**src/rtl/vlt_pkg.sv**
```systemverilog
// Shared types and helpers for the vulnerability accumulator.
// Holds the FSM state enum, default widths and the saturating adder.
package vlt_pkg;

    localparam int VLT_DUR_W   = 10;
    localparam int VLT_SHIFT_W = 4;
    localparam int VLT_TERM_W  = VLT_DUR_W + 2**VLT_SHIFT_W;

    typedef enum logic [1:0] {
        ST_IDLE   = 2'd0,
        ST_RUN    = 2'd1,
        ST_DRAIN  = 2'd2,
        ST_REPORT = 2'd3
    } vlt_acc_state_e;

    // Adds a and b and clamps at 2**w-1 (w <= 64).
    // Bit 64 of the result flags that clamping happened; bits 63:0 are the sum.
    function automatic logic [64:0] vlt_sat_add(input logic [63:0] a,
                                                input logic [63:0] b,
                                                input int unsigned w);
        logic [64:0] sum;
        logic [63:0] lim;
        sum = {1'b0, a} + {1'b0, b};
        if (w >= 64) lim = '1;
        else         lim = (64'd1 << w) - 64'd1;
        if (sum > {1'b0, lim}) return {1'b1, lim};
        else                   return {1'b0, sum[63:0]};
    endfunction

endpackage

```
**src/rtl/vlt_term_calc.sv**
```systemverilog
// Combinational term generator:
//   term = (v1 ? dur << s1 : 0) + (v2 ? dur << s2 : 0)
// TERM_W is wide enough that neither the shifts nor the sum can overflow.
module vlt_term_calc
    import vlt_pkg::*;
#(
    parameter int DUR_W   = VLT_DUR_W,
    parameter int SHIFT_W = VLT_SHIFT_W,
    parameter int TERM_W  = DUR_W + 2**SHIFT_W
) (
    input  logic [SHIFT_W-1:0] shift1_i,
    input  logic               shift1_v_i,
    input  logic [SHIFT_W-1:0] shift2_i,
    input  logic               shift2_v_i,
    input  logic [DUR_W-1:0]   duration_i,
    output logic [TERM_W-1:0]  term_o
);

    logic [TERM_W-1:0] dur_ext;
    logic [TERM_W-1:0] part1;
    logic [TERM_W-1:0] part2;

    // Shift the zero-extended duration by each valid shift and sum the two parts.
    always_comb begin
        dur_ext = TERM_W'(duration_i);
        part1   = shift1_v_i ? (dur_ext << shift1_i) : '0;
        part2   = shift2_v_i ? (dur_ext << shift2_i) : '0;
        term_o  = part1 + part2;
    end

endmodule

```
**src/rtl/vlt_accum.sv**
```systemverilog
// Windowed vulnerability accumulator: registers terms from vlt_term_calc,
// sums them with saturation over a programmable cycle window and hands out
// one report per window through a valid/ack handshake.
// Optional feature: define VLT_ACCUM_PEAK_EN to add peak_o, the largest
// report since reset or clear_i.
//
//   state     | meaning
//   ----------+-----------------------------------------------------------
//   ST_IDLE   | not running, ready_o low, waits for enable_i
//   ST_RUN    | accepting records, counting window cycles
//   ST_DRAIN  | one dead cycle so the last stage-1 term reaches acc
//   ST_REPORT | acc copied to report_o, acc and window count restart
module vlt_accum
    import vlt_pkg::*;
#(
    parameter int DUR_W   = VLT_DUR_W,
    parameter int SHIFT_W = VLT_SHIFT_W,
    parameter int ACC_W   = 48,
    parameter int WIN_W   = 32
) (
    input  logic               clk_i,
    input  logic               rst_n_i,
    input  logic               enable_i,
    input  logic [WIN_W-1:0]   window_i,
    input  logic               clear_i,
    input  logic               valid_i,
    output logic               ready_o,
    input  logic [SHIFT_W-1:0] shift1_i,
    input  logic               shift1_v_i,
    input  logic [SHIFT_W-1:0] shift2_i,
    input  logic               shift2_v_i,
    input  logic [DUR_W-1:0]   duration_i,
    output logic               report_v_o,
    input  logic               report_ack_i,
    output logic [ACC_W-1:0]   report_o,
    output logic               lost_o,
    output logic               sat_o
`ifdef VLT_ACCUM_PEAK_EN
    ,
    output logic [ACC_W-1:0]   peak_o
`endif
);

    localparam int TERM_W = DUR_W + 2**SHIFT_W;

    vlt_acc_state_e    state_q, state_d;
    logic [WIN_W-1:0]  wcnt_q, wcnt_d;
    logic [WIN_W-1:0]  win_q, win_d;
    logic [WIN_W-1:0]  win_lim;
    logic [TERM_W-1:0] term_c, term_q;
    logic [ACC_W-1:0]  acc_q;
    logic [ACC_W-1:0]  report_q;
    logic              report_v_q;
    logic              lost_q;
    logic              sat_q;
    logic [64:0]       sum;
    logic              sum_unused;
    logic              accept;

    vlt_term_calc #(
        .DUR_W   (DUR_W),
        .SHIFT_W (SHIFT_W),
        .TERM_W  (TERM_W)
    ) u_term_calc (
        .shift1_i   (shift1_i),
        .shift1_v_i (shift1_v_i),
        .shift2_i   (shift2_i),
        .shift2_v_i (shift2_v_i),
        .duration_i (duration_i),
        .term_o     (term_c)
    );

    // A window length of zero behaves as a one-cycle window.
    assign win_lim    = (win_q == '0) ? WIN_W'(1) : win_q;
    assign accept     = valid_i & ready_o;
    assign sum        = vlt_sat_add(64'(acc_q), 64'(term_q), ACC_W);
    assign sum_unused = ^sum;

    // Next-state logic; clear_i overrides everything and blocks acceptance.
    always_comb begin
        state_d = state_q;
        wcnt_d  = wcnt_q;
        win_d   = win_q;
        ready_o = 1'b0;
        case (state_q)
            ST_IDLE: begin
                if (enable_i) begin
                    state_d = ST_RUN;
                    wcnt_d  = '0;
                    win_d   = window_i;
                end
            end
            ST_RUN: begin
                ready_o = 1'b1;
                wcnt_d  = wcnt_q + WIN_W'(1);
                if ((wcnt_q == win_lim - WIN_W'(1)) || !enable_i) state_d = ST_DRAIN;
            end
            ST_DRAIN: begin
                state_d = ST_REPORT;
            end
            ST_REPORT: begin
                wcnt_d = '0;
                if (enable_i) begin
                    state_d = ST_RUN;
                    win_d   = window_i;
                end else begin
                    state_d = ST_IDLE;
                end
            end
            default: state_d = ST_IDLE;
        endcase
        if (clear_i) begin
            state_d = ST_IDLE;
            wcnt_d  = '0;
            ready_o = 1'b0;
        end
    end

    // FSM state, window counter and the window length latched on RUN entry.
    always_ff @(posedge clk_i or negedge rst_n_i) begin
        if (!rst_n_i) begin
            state_q <= ST_IDLE;
            wcnt_q  <= '0;
            win_q   <= '0;
        end else begin
            state_q <= state_d;
            wcnt_q  <= wcnt_d;
            win_q   <= win_d;
        end
    end

    // Two-stage datapath: register the term on accept, add it into acc next cycle.
    always_ff @(posedge clk_i or negedge rst_n_i) begin
        if (!rst_n_i) begin
            term_q <= '0;
            acc_q  <= '0;
            sat_q  <= 1'b0;
        end else if (clear_i) begin
            term_q <= '0;
            acc_q  <= '0;
            sat_q  <= 1'b0;
        end else begin
            term_q <= accept ? term_c : '0;
            if (state_q == ST_REPORT) begin
                acc_q <= '0;
            end else begin
                acc_q <= sum[ACC_W-1:0];
                if (sum[64]) sat_q <= 1'b1;
            end
        end
    end

    // Report register and handshake; a new report always wins over a pending ack.
    always_ff @(posedge clk_i or negedge rst_n_i) begin
        if (!rst_n_i) begin
            report_q   <= '0;
            report_v_q <= 1'b0;
            lost_q     <= 1'b0;
        end else if (clear_i) begin
            report_q   <= '0;
            report_v_q <= 1'b0;
            lost_q     <= 1'b0;
        end else if (state_q == ST_REPORT) begin
            report_q   <= acc_q;
            report_v_q <= 1'b1;
            if (report_v_q && !report_ack_i) lost_q <= 1'b1;
        end else if (report_ack_i) begin
            report_v_q <= 1'b0;
        end
    end

`ifdef VLT_ACCUM_PEAK_EN
    logic [ACC_W-1:0] peak_q;

    // Track the largest report, updated together with report_o.
    always_ff @(posedge clk_i or negedge rst_n_i) begin
        if (!rst_n_i) begin
            peak_q <= '0;
        end else if (clear_i) begin
            peak_q <= '0;
        end else if ((state_q == ST_REPORT) && (acc_q > peak_q)) begin
            peak_q <= acc_q;
        end
    end

    assign peak_o = peak_q;
`endif

    assign report_o   = report_q;
    assign report_v_o = report_v_q;
    assign lost_o     = lost_q;
    assign sat_o      = sat_q;

endmodule
```
**config.mk**
```make
export PLATFORM = sky130hd
export DESIGN_NAME = vlt_accum
export DESIGN_NICKNAME = d
export VERILOG_FILES = /design/src/rtl/vlt_pkg.sv /design/src/rtl/vlt_term_calc.sv /design/src/rtl/vlt_accum.sv
export SDC_FILE = /design/constraint.sdc
export NUM_CORES = 1
export LEC_CHECK = 0
export ABC_CLOCK_PERIOD_IN_PS = 4100
export BUFFER_PORTS_ARGS = -buffer_cell sky130_fd_sc_hd__buf_2
export CAP_MARGIN = 20
export CELL_PAD_IN_SITES_DETAIL_PLACEMENT = 1
export CELL_PAD_IN_SITES_GLOBAL_PLACEMENT = 2
export CORE_MARGIN = 2
export CORE_UTILIZATION = 34
export CTS_BUF_LIST = sky130_fd_sc_hd__clkbuf_16
export CTS_CLUSTER_DIAMETER = 30
export DETAILED_ROUTE_END_ITERATION = 10
export PLACE_DENSITY_LB_ADDON = 0.15
export SYNTH_ARGS = -nofsm -noshare
export SYNTH_HDL_FRONTEND = slang
export SYNTH_HIERARCHICAL = 1
export SYNTH_SLANG_ARGS = --single-unit
```
**constraint.sdc**
```tcl
create_clock -name clk_i -period 4.1 [get_ports clk_i]
set_input_delay 0.82 -clock clk_i [delete_from_list [all_inputs] [get_ports clk_i]]
set_output_delay 0.82 -clock clk_i [all_outputs]
set_load 0.01 [all_outputs]
```
==> impl_metrics.ini <==
[run_status]
status = complete, no violations

[setup_path]
worst-path-stages = 13
cp_max_fo = 3
cp.required_ns = 4.43
cp_cell_sequence = or4_4 > nor4_2 > a31oi_1 > ha_1 > xnor2_1 > a221o_1 > a221oi_1 > o2111ai_1 > nor4_1 > o2111ai_1 > o31ai_2 > mux2i_1 > nor2_1
worst-endpoint-arrival_ns = 3.97
r2r_setup_slack_ns = 0.47
timing.critical_path.slowest_cell_delay_ns = 0.55
worst-r2r-cell-count = 13
critPathCaptureType = register
worst_r2r_endpoint = state_q[1]$_DFFE_PN0P_
crit_family = compound AO/OA/AOI/OAI gates
timing.critical_path.from_type = register
crit_slowest_cell = or4_4
critical_path_buffers_and_inverters = 0
timing.critical_path.mode_cell = o2111ai_1
critical_path_class = register to register
worst_r2r_startpoint = win_q[13]$_DFFE_PN0P_

[clock_network]
cts-root-to-sink-buffers = 2
clock_latency_ns = 0.45
clock-root-buffer = clkbuf_16
clkSlewWorstSetupHoldPaths_ns = 0.07
postCtsSetupBuffers = 0
cts_sinks = 191
cts_inserted_buffers = 17
deepest_level_of_the_cts_h_tree = 4
tritoncts = built

[sta]
layout_worst_path_cycle_share = 0.886
final-hold-violation-count = 0
worst_setup_skew_after_layout_ns = 0.0107
worst_pin_slew_ns = 0.933
max-slew-margin-rel = 0.378
timing.final.crit_period_ns = 3.63
setup-tns-final_ns = 0
finalSetupViolCount = 0
slew_violations = 0
achievable-frequency_mhz = 275
grt_setup_unrepaired = false

[finish]
drive_above_1_share = 0.169
nNetsFinal = 1637
syn_to_final_growth_pct = 14.3
mostFrequentLayoutCell = dfrtp_1
number_of_filler_instances_in_the_final_layout = 4427
mostFrequentLayoutCells = dfrtp_1, nor2_1, buf_2
instances_no_fill = 2043

[logic_synthesis]
synth_nets = 1540
combinational_family_with_the_most_area_after_synthesis = simple AND/OR/NAND/NOR gates
yosys_warnings = 6
synth_sequential_area_ratio = 0.371
post_synth_fa_ha_maj_area_fraction = 0.0585
synthDistinctLibCells = 84
synth_flop_cell = dfrtp_1
asyncSetResetFlopFracSynth = 1.00
gate_count_post_synth = 1423
ys_ff_latch = 191
synthesized_area_sq_um = 12900
simple_gate_share_of_the_synthesized_area = 0.207
synth-edff-count = 0
netlist_top_cells_area = dfrtp_1, mux2i_1, ha_1, nor2_1, xnor2_1
synth_xor_area_frac = 0.0762
synth_compound_gate_area_share = 0.152
synthDominantAreaCellType = dfrtp_1
post_synth.cell_area_avg_sq_um = 9.05
share_of_cell_area_taken_by_muxes_after_synthesis = 0.100
area_share_of_the_largest_cell_type_after_synthesis = 0.371

[route]
wl_per_cell_microns = 19.2
routed-via-count = 10908
drt_first_pass_iters = 7
final_antenna_net_count = 0
drcViolationCount = 0
post_detailed_route_via_to_cell_ratio = 5.34
route.final.wire_length_microns = 39100
drt_iter0_markers = 546

[power]
switching_power_mw = 2.12
power_total_mw = 5.89
intPower_mw = 3.76
clkPwrFrac = 0.274
comb_power_share = 0.332
share_seq_of_total_power = 0.394
power_per_cell_area_nw_per_um2 = 400
peakVddDrop_uv = 280
power.share.switching = 0.361
p_leak_nw = 6.66

[placement]
port_buffers = 109
dpl.hpwl_microns = 29600
placed_cells = 2012
globalplace.congestion = 0.860

[floorplanning]
row_count = 71
chipWidth_microns = 199
die-height_microns = 199
num_io_pins = 110
core-area_sq_um = 37500
initial_core_util = 0.344
fp.dieArea_sq_um = 39500

[global_route]
grt_util_all_layers = 0.206
grt_first_pass_wirelength_microns = 63900
initial_antenna_violation_count = 0
gr-total-overflow = 0
grt_start_max_net_pins = 76
grt_pass1_vias = 11413

[run]
drv_cap = 0

[worst_hold_path]
worstHoldPathType = input pin to async pin
-- kinds of logic after synthesis --
family          count (synthesis)
compound gates                300
simple gates                  527
xor+xnor                      112
buf+inv                       111
fa+ha+maj                      59
flops                         191
mux                           123
-- state kept, by name, indices dropped and copies added (netlist names) --
signal	flops
acc_q	48
term_q	26
report_o	48
lost_o	1
state_q	2
win_q	32
report_v_o	1
wcnt_q	32
sat_o	1
-- worst max-delay path by stage --
stage | from | endpoint | slack [ns]
2_1_floorplan | win_q[13]$_DFFE_PN0P_ | state_q[1]$_DFFE_PN0P_ | 0.30
3_3_place_gp | shift2_i[0] | term_q[25]$_DFF_PN0_ | 0.14
3_5_place_dp | shift2_i[0] | term_q[25]$_DFF_PN0_ | 0.08
6_report | win_q[13]$_DFFE_PN0P_ | state_q[1]$_DFFE_PN0P_ | 0.47
5_1_grt | win_q[27]$_DFFE_PN0P_ | state_q[0]$_DFFE_PN0P_ | 0.06
4_1_cts | win_q[27]$_DFFE_PN0P_ | state_q[0]$_DFFE_PN0P_ | 0.26
-- cell type report --
cell class	instances	area [sq um]	share of cell area
clock buffer	17	425	0.0289
timing repair buffer	153	930	0.0631
inverter	36	135	0.00918
tap	511	639	0.0434
clock inverter	13	116	0.00790
antenna	1	2.50	0.000170
sequential	191	4780	0.325
multi-input combinational	1121	7690	0.523
-- power by group through the flow --
stage	clock, mW	combinational [mW]	sequential, mW
2_1_floorplan	0	1.30	2.29
5_1_grt	1.74	2.16	2.35
6_report	1.61	1.95	2.32
3_3_place_gp	0	1.89	2.34
3_5_place_dp	0	1.96	2.35
4_1_cts	1.66	1.97	2.31
-- synth_stat cells (21+ instances only) --
cell type and instances:
a21o_1 21, a21oi_1 72, and2_1 26, and3_1 48, clkbuf_1 52, dfrtp_1 191
ha_1 57, inv_1 35, mux2_2 42, mux2i_1 80, nand2_1 103, nand3_1 34
nor2_1 148, nor2b_1 24, nor3_1 45, o21ai_0 81, xnor2_1 59, xor2_1 53
-- worst register-to-register path, cell delays in order (launching register included) --
cell	delay (ns)
dfrtp_1	0.38
or4_4	0.55
nor4_2	0.27
a31oi_1	0.18
ha_1	0.34
xnor2_1	0.12
a221o_1	0.26
a221oi_1	0.20
o2111ai_1	0.16
nor4_1	0.25
o2111ai_1	0.20
o31ai_2	0.31
mux2i_1	0.23
nor2_1	0.06
-- layer usage --
metal  share of wire  up-vias  routed length (microns)  global-route usage
li1                -     5314                        -                   -
met1            0.48     5483                    19000               0.279
met2            0.49      100                    19200               0.355
met3           0.018       11                      717              0.0259
met4          0.0061        0                      240              0.0345
met5               0        -                        0                   0
-- what timing repair did --
action	in CTS	in global routing
endpoints found under the setup margin	0	2
resized for setup	0	4
hold buffers	0	0
-- through the flow --
step	worst slack [ns]	area [sq um]	util	hold WS [ns]
after floorplan	0.300	12900	-	0.484
final	0.466	14700	0.393	0.384
after global routing	0.0591	14700	0.393	0.413
after CTS	0.255	14700	0.392	0.407
after global placement	0.141	14100	0.377	0.502
after detailed placement	0.0772	14200	0.377	0.513
(Power assumes the default switching activity.)
